**src/rtl/zxuno_regbus_master_pkg.sv**
```systemverilog
// rtl/zxuno_regbus_master_pkg.sv - shared constants for the ZX-Uno register bus master
// Holds the Z80 I/O port addresses, well-known register numbers and the
// aux-requester FSM state encodings.
package zxuno_regbus_master_pkg;

    // Z80 I/O ports of the register bus
    localparam logic [15:0] ZXUNO_ADDR_PORT = 16'hFC3B;
    localparam logic [15:0] ZXUNO_DATA_PORT = 16'hFD3B;

    // Register numbers used by responders and the boot/hotkey masters
    localparam logic [7:0] REG_MASTERCONF  = 8'h00;
    localparam logic [7:0] REG_MASTERMAPPER = 8'h01;
    localparam logic [7:0] REG_SCANDBLCTRL = 8'h0B;
    localparam logic [7:0] REG_COREID      = 8'hFF;

    // Aux FSM states
    localparam logic [1:0] ST_IDLE   = 2'd0;
    localparam logic [1:0] ST_ACCESS = 2'd1;
    localparam logic [1:0] ST_ACK    = 2'd2;

endpackage

```
**src/rtl/zxuno_io_strobe.sv**
```systemverilog
// rtl/zxuno_io_strobe.sv - armed one-shot write pulse and level read enable for one Z80 port
// Ports:
//   clk, rst_n         clock, synchronous active-low reset
//   iorq_n, rd_n, wr_n Z80 strobes
//   port_hit           IORQ active and address matches this port
//   enable             bus free to issue a strobe this cycle
//   din                Z80 write data
//   wr_pulse, wr_data  registered single-cycle write strobe and its data
//   rd_en              combinational read enable, level for the whole cycle
module zxuno_io_strobe (
    input  logic       clk,
    input  logic       rst_n,
    input  logic       iorq_n,
    input  logic       rd_n,
    input  logic       wr_n,
    input  logic       port_hit,
    input  logic       enable,
    input  logic [7:0] din,
    output logic       wr_pulse,
    output logic [7:0] wr_data,
    output logic       rd_en
);

    logic wr_armed;

    // One pulse per Z80 write cycle: disarm on fire, re-arm only once IORQ
    // has gone inactive. While not enabled the fire is simply postponed.
    always_ff @(posedge clk) begin
        if (!rst_n) begin
            wr_armed <= 1'b1;
            wr_pulse <= 1'b0;
            wr_data  <= 8'h00;
        end else begin
            wr_pulse <= 1'b0;
            if (iorq_n) begin
                wr_armed <= 1'b1;
            end else if (port_hit && !wr_n && wr_armed && enable) begin
                wr_pulse <= 1'b1;
                wr_data  <= din;
                wr_armed <= 1'b0;
            end
        end
    end

    assign rd_en = port_hit && !rd_n && enable;

endmodule

```
**src/rtl/zxuno_regbus_master.sv**
```systemverilog
// rtl/zxuno_regbus_master.sv - ZX-Uno register bus initiator for the Z80 and an aux requester
// Ports:
//   clk, rst_n                      clock, synchronous active-low reset
//   a, iorq_n, rd_n, wr_n, din      Z80 bus
//   dout, oe                        read data and its valid to the CPU data mux
//   zxuno_addr, zxuno_regrd,
//   zxuno_regwr, regbus_wdata       register bus to the responders
//   resp_oe, resp_dout              OR-combined responder read return
//   aux_req, aux_we, aux_addr,
//   aux_wdata, aux_ack, aux_rdata   single-access requester port (boot loader, hotkeys)
module zxuno_regbus_master
    import zxuno_regbus_master_pkg::*;
#(
    parameter logic [15:0] ADDR_PORT = ZXUNO_ADDR_PORT,
    parameter logic [15:0] DATA_PORT = ZXUNO_DATA_PORT
) (
    input  logic        clk,
    input  logic        rst_n,
    input  logic [15:0] a,
    input  logic        iorq_n,
    input  logic        rd_n,
    input  logic        wr_n,
    input  logic [7:0]  din,
    output logic [7:0]  dout,
    output logic        oe,
    output logic [7:0]  zxuno_addr,
    output logic        zxuno_regrd,
    output logic        zxuno_regwr,
    output logic [7:0]  regbus_wdata,
    input  logic        resp_oe,
    input  logic [7:0]  resp_dout,
    input  logic        aux_req,
    input  logic        aux_we,
    input  logic [7:0]  aux_addr,
    input  logic [7:0]  aux_wdata,
    output logic        aux_ack,
    output logic [7:0]  aux_rdata
);

    logic [7:0] addr_latch;
    logic [1:0] state;
    logic       aux_we_q;
    logic [7:0] aux_addr_q;
    logic [7:0] aux_wdata_q;
    logic       addr_hit;
    logic       data_hit;
    logic       cpu_wr_pulse;
    logic [7:0] cpu_wdata;
    logic       cpu_rd_en;
    logic       in_access;
    logic [7:0] resp_data;

    assign addr_hit  = !iorq_n && (a == ADDR_PORT);
    assign data_hit  = !iorq_n && (a == DATA_PORT);
    assign in_access = (state == ST_ACCESS);
    assign resp_data = resp_oe ? resp_dout : 8'hFF;

    // Reloaded on every clock of the OUT cycle; harmless since din is stable.
    always_ff @(posedge clk) begin
        if (!rst_n) begin
            addr_latch <= 8'h00;
        end else if (addr_hit && !wr_n) begin
            addr_latch <= din;
        end
    end

    // CPU strobes only issue in IDLE, so an aux access in flight defers them.
    zxuno_io_strobe u_data_strobe (
        .clk      (clk),
        .rst_n    (rst_n),
        .iorq_n   (iorq_n),
        .rd_n     (rd_n),
        .wr_n     (wr_n),
        .port_hit (data_hit),
        .enable   (state == ST_IDLE),
        .din      (din),
        .wr_pulse (cpu_wr_pulse),
        .wr_data  (cpu_wdata),
        .rd_en    (cpu_rd_en)
    );

    // Aux requester: granted only while the Z80 is off the I/O bus. The
    // request fields are captured at grant so ACCESS drives stable values.
    always_ff @(posedge clk) begin
        if (!rst_n) begin
            state       <= ST_IDLE;
            aux_we_q    <= 1'b0;
            aux_addr_q  <= 8'h00;
            aux_wdata_q <= 8'h00;
            aux_rdata   <= 8'hFF;
        end else begin
            case (state)
                ST_IDLE: begin
                    if (aux_req && iorq_n && !cpu_wr_pulse) begin
                        state       <= ST_ACCESS;
                        aux_we_q    <= aux_we;
                        aux_addr_q  <= aux_addr;
                        aux_wdata_q <= aux_wdata;
                    end
                end
                ST_ACCESS: begin
                    if (!aux_we_q) begin
                        aux_rdata <= resp_data;
                    end
                    state <= ST_ACK;
                end
                ST_ACK: begin
                    state <= ST_IDLE;
                end
                default: begin
                    state <= ST_IDLE;
                end
            endcase
        end
    end

    assign aux_ack      = (state == ST_ACK);
    assign zxuno_addr   = in_access ? aux_addr_q : addr_latch;
    assign regbus_wdata = in_access ? aux_wdata_q : cpu_wdata;
    assign zxuno_regwr  = cpu_wr_pulse || (in_access && aux_we_q);
    assign zxuno_regrd  = cpu_rd_en || (in_access && !aux_we_q);

    // CPU read mux: both ports answer for the whole IN cycle.
    always_comb begin
        oe   = 1'b0;
        dout = 8'hFF;
        if (addr_hit && !rd_n) begin
            oe   = 1'b1;
            dout = addr_latch;
        end else if (data_hit && !rd_n) begin
            oe   = 1'b1;
            dout = resp_data;
        end
    end

endmodule

```
**config.mk**
```make
export PLATFORM = sky130hd
export DESIGN_NAME = zxuno_regbus_master
export DESIGN_NICKNAME = d
export VERILOG_FILES = /design/src/rtl/zxuno_regbus_master_pkg.sv /design/src/rtl/zxuno_io_strobe.sv /design/src/rtl/zxuno_regbus_master.sv
export SDC_FILE = /design/constraint.sdc
export NUM_CORES = 1
export LEC_CHECK = 0
export CORE_MARGIN = 4
export CORE_UTILIZATION = 36
export CTS_CLUSTER_SIZE = 28
export DETAILED_ROUTE_END_ITERATION = 10
export GPL_TIMING_DRIVEN = 0
export PLACE_DENSITY = 0.7
export SLEW_MARGIN = 20
export SYNTH_ARGS = -nofsm -noshare
export SYNTH_HDL_FRONTEND = slang
export SYNTH_HIERARCHICAL = 1
export SYNTH_SLANG_ARGS = --single-unit
```
**constraint.sdc**
```tcl
create_clock -name clk -period 5.5 [get_ports clk]
set_input_delay 1.375 -clock clk [delete_from_list [all_inputs] [get_ports clk]]
set_output_delay 1.375 -clock clk [all_outputs]
set_load 0.1 [all_outputs]
```
* Word level (Yosys, flattened, before mapping)
Index checks and enable logic that the tools add are counted.
W data, S select, Z words.
** Word-level totals
- Input bits :: 56
- Register bits :: 45
** Operators by class
- Mux-type cells :: 10
- Equal/unequal tests :: 5
- Reduce and logical (&&, ||, !) cells :: 25
- Bitwise logic cells :: 3
** Operators with widths (count)
- $mux W8 :: 5
- $eq A16 B16 Y1 const B :: 2
- $logic_and A1 B1 Y1 :: 13
- $reduce_and A2 Y1 :: 3
- $logic_not A1 Y1 :: 5
- $pmux W2 S2 :: 1
- $mux W1 :: 3
- $not A1 Y1 :: 3
- $eq A2 B1 Y1 const B :: 1
- $eq A2 B2 Y1 const B :: 1
- $logic_not A2 Y1 :: 1
- $logic_or A1 B1 Y1 :: 2
- $mux W2 :: 1
- $ne A2 B2 Y1 const B :: 1
- $reduce_or A2 Y1 :: 1

* Longest topological paths before layout
- Depth after elaboration :: 6
- Mapped depth :: 7
- Gate-level depth less buffers :: 6

* Hierarchy
The synthesis kept the hierarchy.
** Modules (own cells, without submodules)
- zxuno_regbus_master :: cells an instance 243, instances 1, area an instance 1724.2 µm²
- zxuno_io_strobe :: cells an instance 43, instances 1, area an instance 414.1 µm²

* Worst setup path before layout
Ideal clock, no wire load.
- Path type :: input port to output port
- Start point :: input a[2]
- End point :: output dout[0]
- Slack :: 1.082 ns
- Required time :: 4.125 ns
- Arrival time :: 3.043 ns
- Path buffers :: 1
- Stages :: 5
- Cells stage by stage :: nand4b_1 -> nor4_4 -> and2b_1 -> buf_4 -> nand2_1
** On the way
- Cells in the longest elaborated chain, start to end :: 5
- Elaborated cells on any way between the ends :: 8
** RTL lines
- from (decl) :: RTL line zxuno_regbus_master.sv:19 : input logic [15:0] a,
- $eq A16 B16 Y1 :: RTL line zxuno_regbus_master.sv:54 : assign data_hit = !iorq_n && (a == DATA_PORT);
- $logic_and A1 B1 Y1 :: RTL line zxuno_regbus_master.sv:54
- $logic_and A1 B1 Y1 :: RTL line zxuno_regbus_master.sv:130 : end else if (data_hit && !rd_n) begin
- $mux W8 :: RTL line zxuno_regbus_master.sv:130
- $mux W8 * :: RTL line zxuno_regbus_master.sv:127 : if (addr_hit && !rd_n) begin
- to (decl) :: RTL line zxuno_regbus_master.sv:24 : output logic [7:0] dout,
Every way passes the cells marked *; elsewhere a longest branch is shown, timed or not.

* Worst setup path after layout
- Start point :: input iorq_n
- End point :: output oe
** On the way
- Cells in the longest elaborated chain, start to end :: 5
- Elaborated cells on any way between the ends :: 7
** RTL lines
- from (decl) :: RTL line zxuno_regbus_master.sv:20 : input logic iorq_n,
- $logic_not A1 Y1 * :: RTL line zxuno_regbus_master.sv:53, zxuno_regbus_master.sv:54
- $logic_and A1 B1 Y1 :: RTL line zxuno_regbus_master.sv:54
- $logic_and A1 B1 Y1 :: RTL line zxuno_regbus_master.sv:130
- $mux W1 :: RTL line zxuno_regbus_master.sv:130
- $mux W1 * :: RTL line zxuno_regbus_master.sv:127
- to (decl) :: RTL line zxuno_regbus_master.sv:25 : output logic oe,
Marks and branches as above.

==> results.yml <==
synthesis:
  postSynthNetCount: 342
  synth_seq_cells: 45
  syn_area_um2: 2140
  synth_warnings: 6
  synth_enable_flop_cells: 0
  dominant_register_cell_in_the_synthesized_netlist: "dfxtp_1"
  avgSynthCellArea_um2: 7.48
  synth_top_area_share_pct: 42.1
  synthesis.instances: 286
  yosysSeqAreaShare_pct: 42.1
  fraction_of_registers_with_async_set_reset_pct: 0
  yosys.cell_types.count: 28
  yosysTopAreaCell: "dfxtp_1"
  synthTopCellsByCount: "nand2_1 (138), dfxtp_1 (45), a21oi_1 (17), mux2i_1 (16), nor2b_1 (10)"
  dominant_cell_by_count_in_the_synthesized_netlist: "nand2_1"
  synth.area.top_cells: "dfxtp_1 (42%), nand2_1 (24%), mux2i_1 (7.5%), a21oi_1 (4.0%), nor2b_1 (2.9%)"
placement:
  gp_congestion: 0.777
  numPlacedInstances: 447
  hpwlAfterDp_um: 4790
  dpl_worst_slack_ns: -0.00797
  place_area_um2: 3120
  io_buffer_count: 89
global_route:
  overflow: 0
  grt_first_pass_wirelength_um: 9710
  via_count_of_the_first_global_routing_pass: 2041
  globalRouteTotalUtil_pct: 16.7
  pin_count_of_the_biggest_net_entering_global_routing: 16
  grt_antenna_before_repair: 0
setup_path:
  worstSetupStartpointType: "input pin"
  required_ns: 4.12
  setup.reg_to_reg.worst_slack_ns: 3.90
  crit_path_frequent_cell: "clkdlybuf4s50_1"
  rr_startpoint: "state[1]$_SDFFE_PN0P_"
  crit_slowest_cell: "clkdlybuf4s50_1"
  path_max_fanout: 9
  path_class: "input pin to primary output"
  critical_path.top_delay_family: "buffers and inverters"
  timing.critical_path.to_type: "primary output"
  arrival_time_of_the_worst_setup_path_ns: 3.99
  worst_setup_path_startpoint: "iorq_n"
  cp_num_buf_inv: 3
  crit_path_cell_trace: "clkdlybuf4s50_1 -> nand4bb_4 -> nor4_4 -> and2b_1 -> buf_4 -> clkdlybuf4s50_1"
  cp_slowest_stage_delay_ns: 1.14
cells_and_area:
  register_area_um2: 901
  finalInstanceArea_um2: 3230
  diodes: 0
  syn_to_layout_area_delta_pct: 51.2
  filler_cell_count: 544
  multiInputGateArea_um2: 1140
  drive_above_1_share_pct: 6.01
  final_cells: 455
  design.final.nets: 438
floorplanning:
  initial_core_util_pct: 37.9
  die_outline_area_um2: 7240
  rows: 27
  floorplan.io_pins: 92
  chipWidth_um: 85.1
  core_box_area_um2: 5640
  fp.dieH_um: 85.1
route:
  wl_per_cell_um: 13.2
  postRouteAntennaNets: 0
  avgViaCountPerCell: 4.73
  drc: 0
  vias: 2150
  wirelength_um: 5990
  drt_iter0_drc: 93
  drt_pre_antenna_iters: 4
power:
  power.share.combinational_pct: 17.9
  power.density_nw_per_um2: 223
  seq_power_share_pct: 47.1
  net_switching_power_figure_mw: 0.195
  leakagePower_nw: 1.35
  swShare_pct: 27.0
  power.internal_mw: 0.527
  power.ir.vdd_worst_mv: 0.136
  power_mw: 0.722
  clk_pwr_share_pct: 35.0
clock_tree:
  cts_made_buffers: 5
  post_cts.repair.setup_buffers: 0
  cts-hold-fix-buffers: 0
  cts-root-to-sink-buffers: 2
  worstSkewPairLatency_ns: 0.30
  clock-sinks: 45
  cts_tree: "yes"
  htree_num_levels: 2
  clock-root-buffer: "clkbuf_8"
  clk_pin_slew_ns: 0.08
  post_cts_resize_count: 1
sta:
  finalSetupViolations: 0
  slew-limit-headroom_pct: 33.0
  fin_crit_sh_pct: 97.5
  grt_setup_unrepaired: "false"
  setup_ws_ns: 0.138
  timing.final.max_slew_violations: 0
  holdWs_ns: 0.458
  finalClockSkew_ns: 0.0102
  layout_min_cycle_time_ns: 5.36
  worst_slew_pin_slew_ns: 1.00
  final_hold_viol_count: 0
  clock.fmax_mhz: 186
run_status:
  result_of_the_run: "finished, final reports clean"
flow_run:
  cap_violations: 0
min_path:
  hold_start: "aux_addr_q[3]$_SDFFE_PN0P_"
  holdCritPathClass: "flop to flop"
-- placed cells by master (no fill, tap or decap), types with 5 or more instances in the layout --
cell type	Yosys	routed
clkbuf_1	8	8
clkdlybuf4s50_1	0	88
nand2_1	138	138
mux2i_1	16	16
a21oi_1	17	17
nor2_1	5	5
buf_2	7	7
o211ai_1	8	8
clkbuf_8	0	5
dfxtp_1	45	45
nor2b_1	10	10
o21ai_0	9	9
-- area by class of cell --
type,instances,area share [%]
plain buffers,19,2.94
multi-input cells,221,35.2
clock inverters,3,1.43
repair buffers,89,27.5
well taps,72,2.79
clock buffers,5,2.13
inverters,1,0.116
flip-flops and latches,45,27.9
-- worst register-to-register path: stages (launching register included) --
cell      delay [ns]
dfxtp_1         0.34
nor2_1          0.26
nand4b_1        0.40
buf_2           0.33
nand2_1         0.09
a21oi_1         0.06
-- stage by stage --
step / utilization [%] / setup TNS, ns
after CTS: 57.3 / 0
after global placement: 55.3 / 0
after detailed placement: 55.3 / -0.00797
after floorplan: - / 0
final: 57.3 / 0
after global routing: 57.3 / 0
-- worst paths after layout --
| kind | end | cells after the start |
|---|---|---|
| min reg2reg | aux_addr_q[3]$_SDFFE_PN0P_ | 2 |
| min | aux_addr_q[3]$_SDFFE_PN0P_ | 2 |
| max | oe | 6 |
| max reg2reg | aux_addr_q[5]$_SDFFE_PN0P_ | 5 |
-- sequential cells by signal (all words and copies together) (netlist names) --
| name | flops |
|---|---|
| u_data_strobe/wr_data | 8 |
| u_data_strobe/wr_armed | 1 |
| aux_rdata | 8 |
| aux_we_q | 1 |
| state | 2 |
| u_data_strobe/wr_pulse | 1 |
| aux_wdata_q | 8 |
| aux_addr_q | 8 |
| addr_latch | 8 |
-- cells by family after synthesis --
| group | count (synthesis) | share of synthesized area (%) |
|---|---|---|
| flops | 45 | 42.1 |
| simple gates | 170 | 36.5 |
| compound gates | 35 | 9.25 |
| buf+inv | 20 | 4.62 |
| mux | 16 | 7.49 |
-- power by group through the flow --
| stage | registers [mW] | logic, mW | clock network, mW |
|---|---|---|---|
| floorplan | 0.368 | 0.0493 | 0 |
| finish | 0.340 | 0.129 | 0.252 |
| CTS | 0.340 | 0.131 | 0.258 |
| global placement | 0.347 | 0.129 | 0 |
| detailed placement | 0.348 | 0.130 | 0 |
| global route | 0.341 | 0.139 | 0.269 |
-- layer usage --
layer	share of wire, %	global-route usage [%]
met1	45	21.3
met2	46	27.3
met3	8.5	4.76
met4	0.80	4.75
met5	0	0
(Power assumes the default switching activity.)
==> edit: new RTL, same flow settings <==
Reset style: asynchronous (`rst_n`), changed in 3 clocked blocks. Comments in the files are not updated.
--- a/src/rtl/zxuno_io_strobe.sv
+++ b/src/rtl/zxuno_io_strobe.sv
@@ -25,7 +25,7 @@
 
     // One pulse per Z80 write cycle: disarm on fire, re-arm only once IORQ
     // has gone inactive. While not enabled the fire is simply postponed.
-    always_ff @(posedge clk) begin
+    always_ff @(posedge clk or negedge rst_n) begin
         if (!rst_n) begin
             wr_armed <= 1'b1;
             wr_pulse <= 1'b0;
--- a/src/rtl/zxuno_regbus_master.sv
+++ b/src/rtl/zxuno_regbus_master.sv
@@ -56,7 +56,7 @@
     assign resp_data = resp_oe ? resp_dout : 8'hFF;
 
     // Reloaded on every clock of the OUT cycle; harmless since din is stable.
-    always_ff @(posedge clk) begin
+    always_ff @(posedge clk or negedge rst_n) begin
         if (!rst_n) begin
             addr_latch <= 8'h00;
         end else if (addr_hit && !wr_n) begin
@@ -81,7 +81,7 @@
 
     // Aux requester: granted only while the Z80 is off the I/O bus. The
     // request fields are captured at grant so ACCESS drives stable values.
-    always_ff @(posedge clk) begin
+    always_ff @(posedge clk or negedge rst_n) begin
         if (!rst_n) begin
             state       <= ST_IDLE;
             aux_we_q    <= 1'b0;
Check against the original RTL: differs if rst_n is asserted again (counterexample within 4 cycles, from zero or initial values and one cycle with rst_n low); with rst_n held inactive, the same outputs for 10 cycles.
==> edit against the original RTL <==
- setup slack improved by 0.099 ns
- wire length fell by 14%
- sequential cell count did not move
- clock skew fell by 0.0030 ns
- synthesized cell count fell by 45%
- area after synthesis did not move
- design area rose by 1.1%
- largest cell class is now sequential cells
Power is not compared: it rests on default switching activity, and its combinational part moved more than twofold at a synthesized area within 25%.
==> edit: results <==
metrics = {
    "place": {
        "finalWeightedCongestion": 0.732,
        "dp_hpwl_mm": 4.06,
        "buffer_ports.inserted": 91,
    },
    "critical_path": {
        "slowest_delay_ns": 1.12,
        "worst-endpoint-arrival_ns": 3.89,
    },
    "grt": {
        "maximum_number_of_pins_on_one_net_before_global_route_repair": 28,
        "globalRouteTotalUtil": 0.147,
        "met2_usage": 0.244,
        "grt_pass1_wl_mm": 8.46,
        "grt_pass1_vias": 1712,
    },
    "layout": {
        "buf_share": 0.298,
        "sequential_cell_area_mm2": 0.00114,
        "nets": 313,
        "clock_buffers": 7,
        "ratio_of_cells_with_drive_above_1_in_the_final_layout": 0.314,
        "clock_area_frac": 0.0356,
        "multiInputGateArea_um2": 942,
        "nonClockInverterCount": 2,
        "layout.comb_gates.multi_input": 103,
        "nNonClkBuffers": 100,
    },
    "synthesis": {
        "netlist-cell-type-count": 27,
        "async_flop_share": 1.00,
        "synth_seq_area_share": 0.532,
        "post_synth_main_area_contributors": "dfrtp_1 (42%), mux2_2 (22%), dfstp_2 (11%), mux2_4 (5.6%), a2bb2oi_1 (3.3%)",
        "synth.area.mux_share": 0.272,
        "post_synth_most_frequent_cells": "mux2_2 (41), dfrtp_1 (36), nor2_1 (12)",
    },
    "clock_network": {
        "post_cts_resized": 8,
    },
    "route": {
        "drt_iter0_drc": 35,
        "detail_route.wl_per_cell_um": 15.6,
        "drt_pre_antenna_iters": 2,
        "detailroute.via_count": 1557,
        "routed_wl_mm": 5.16,
        "drt-met1-wl_mm": 2.24,
        "detailroute.wirelength.met3_um": 390,
        "met2_wirelength_mm": 2.49,
    },
    "timing": {
        "actual_slew_at_the_worst_max_slew_pin_ns": 0.992,
    },
    "outcome": {
        "run_status": "finished clean",
    },
}
[edit: cell types whose count changed in the layout (fill, tap and decap cells not counted), moves of 9 or more]
cell	change
dfxtp_1	-45
o21ai_0	-9
mux2_2	+41
mux2i_1	-16
a21oi_1	-9
nand2_1	-137
dfrtp_1	+36
dfstp_2	+9
[edit: worst paths after layout]
| check | start | to | slack, ns | depth (start not counted) |
|---|---|---|---|---|
| max | iorq_n | zxuno_regrd | 0.24 | 8 |
| min | aux_rdata[5] | aux_rdata[5] | 0.50 | 2 |
| max reg2reg | state[0] | aux_we_q | 3.76 | 4 |
| min reg2reg | aux_rdata[5] | aux_rdata[5] | 0.50 | 2 |
| max in group asynchronous | rst_n | u_data_strobe/wr_armed | 3.79 | 2 |
| min in group asynchronous | rst_n | aux_addr_q[2] | 1.11 | 1 |
[edit: tightest hold or removal path: cells and delay by family, from the launching register on]
family / cells / cell delay, ns
AOI/OAI and AO/OA: 1 / 0.04
and+or+nand+nor: 1 / 0.09
DFF: 1 / 0.37
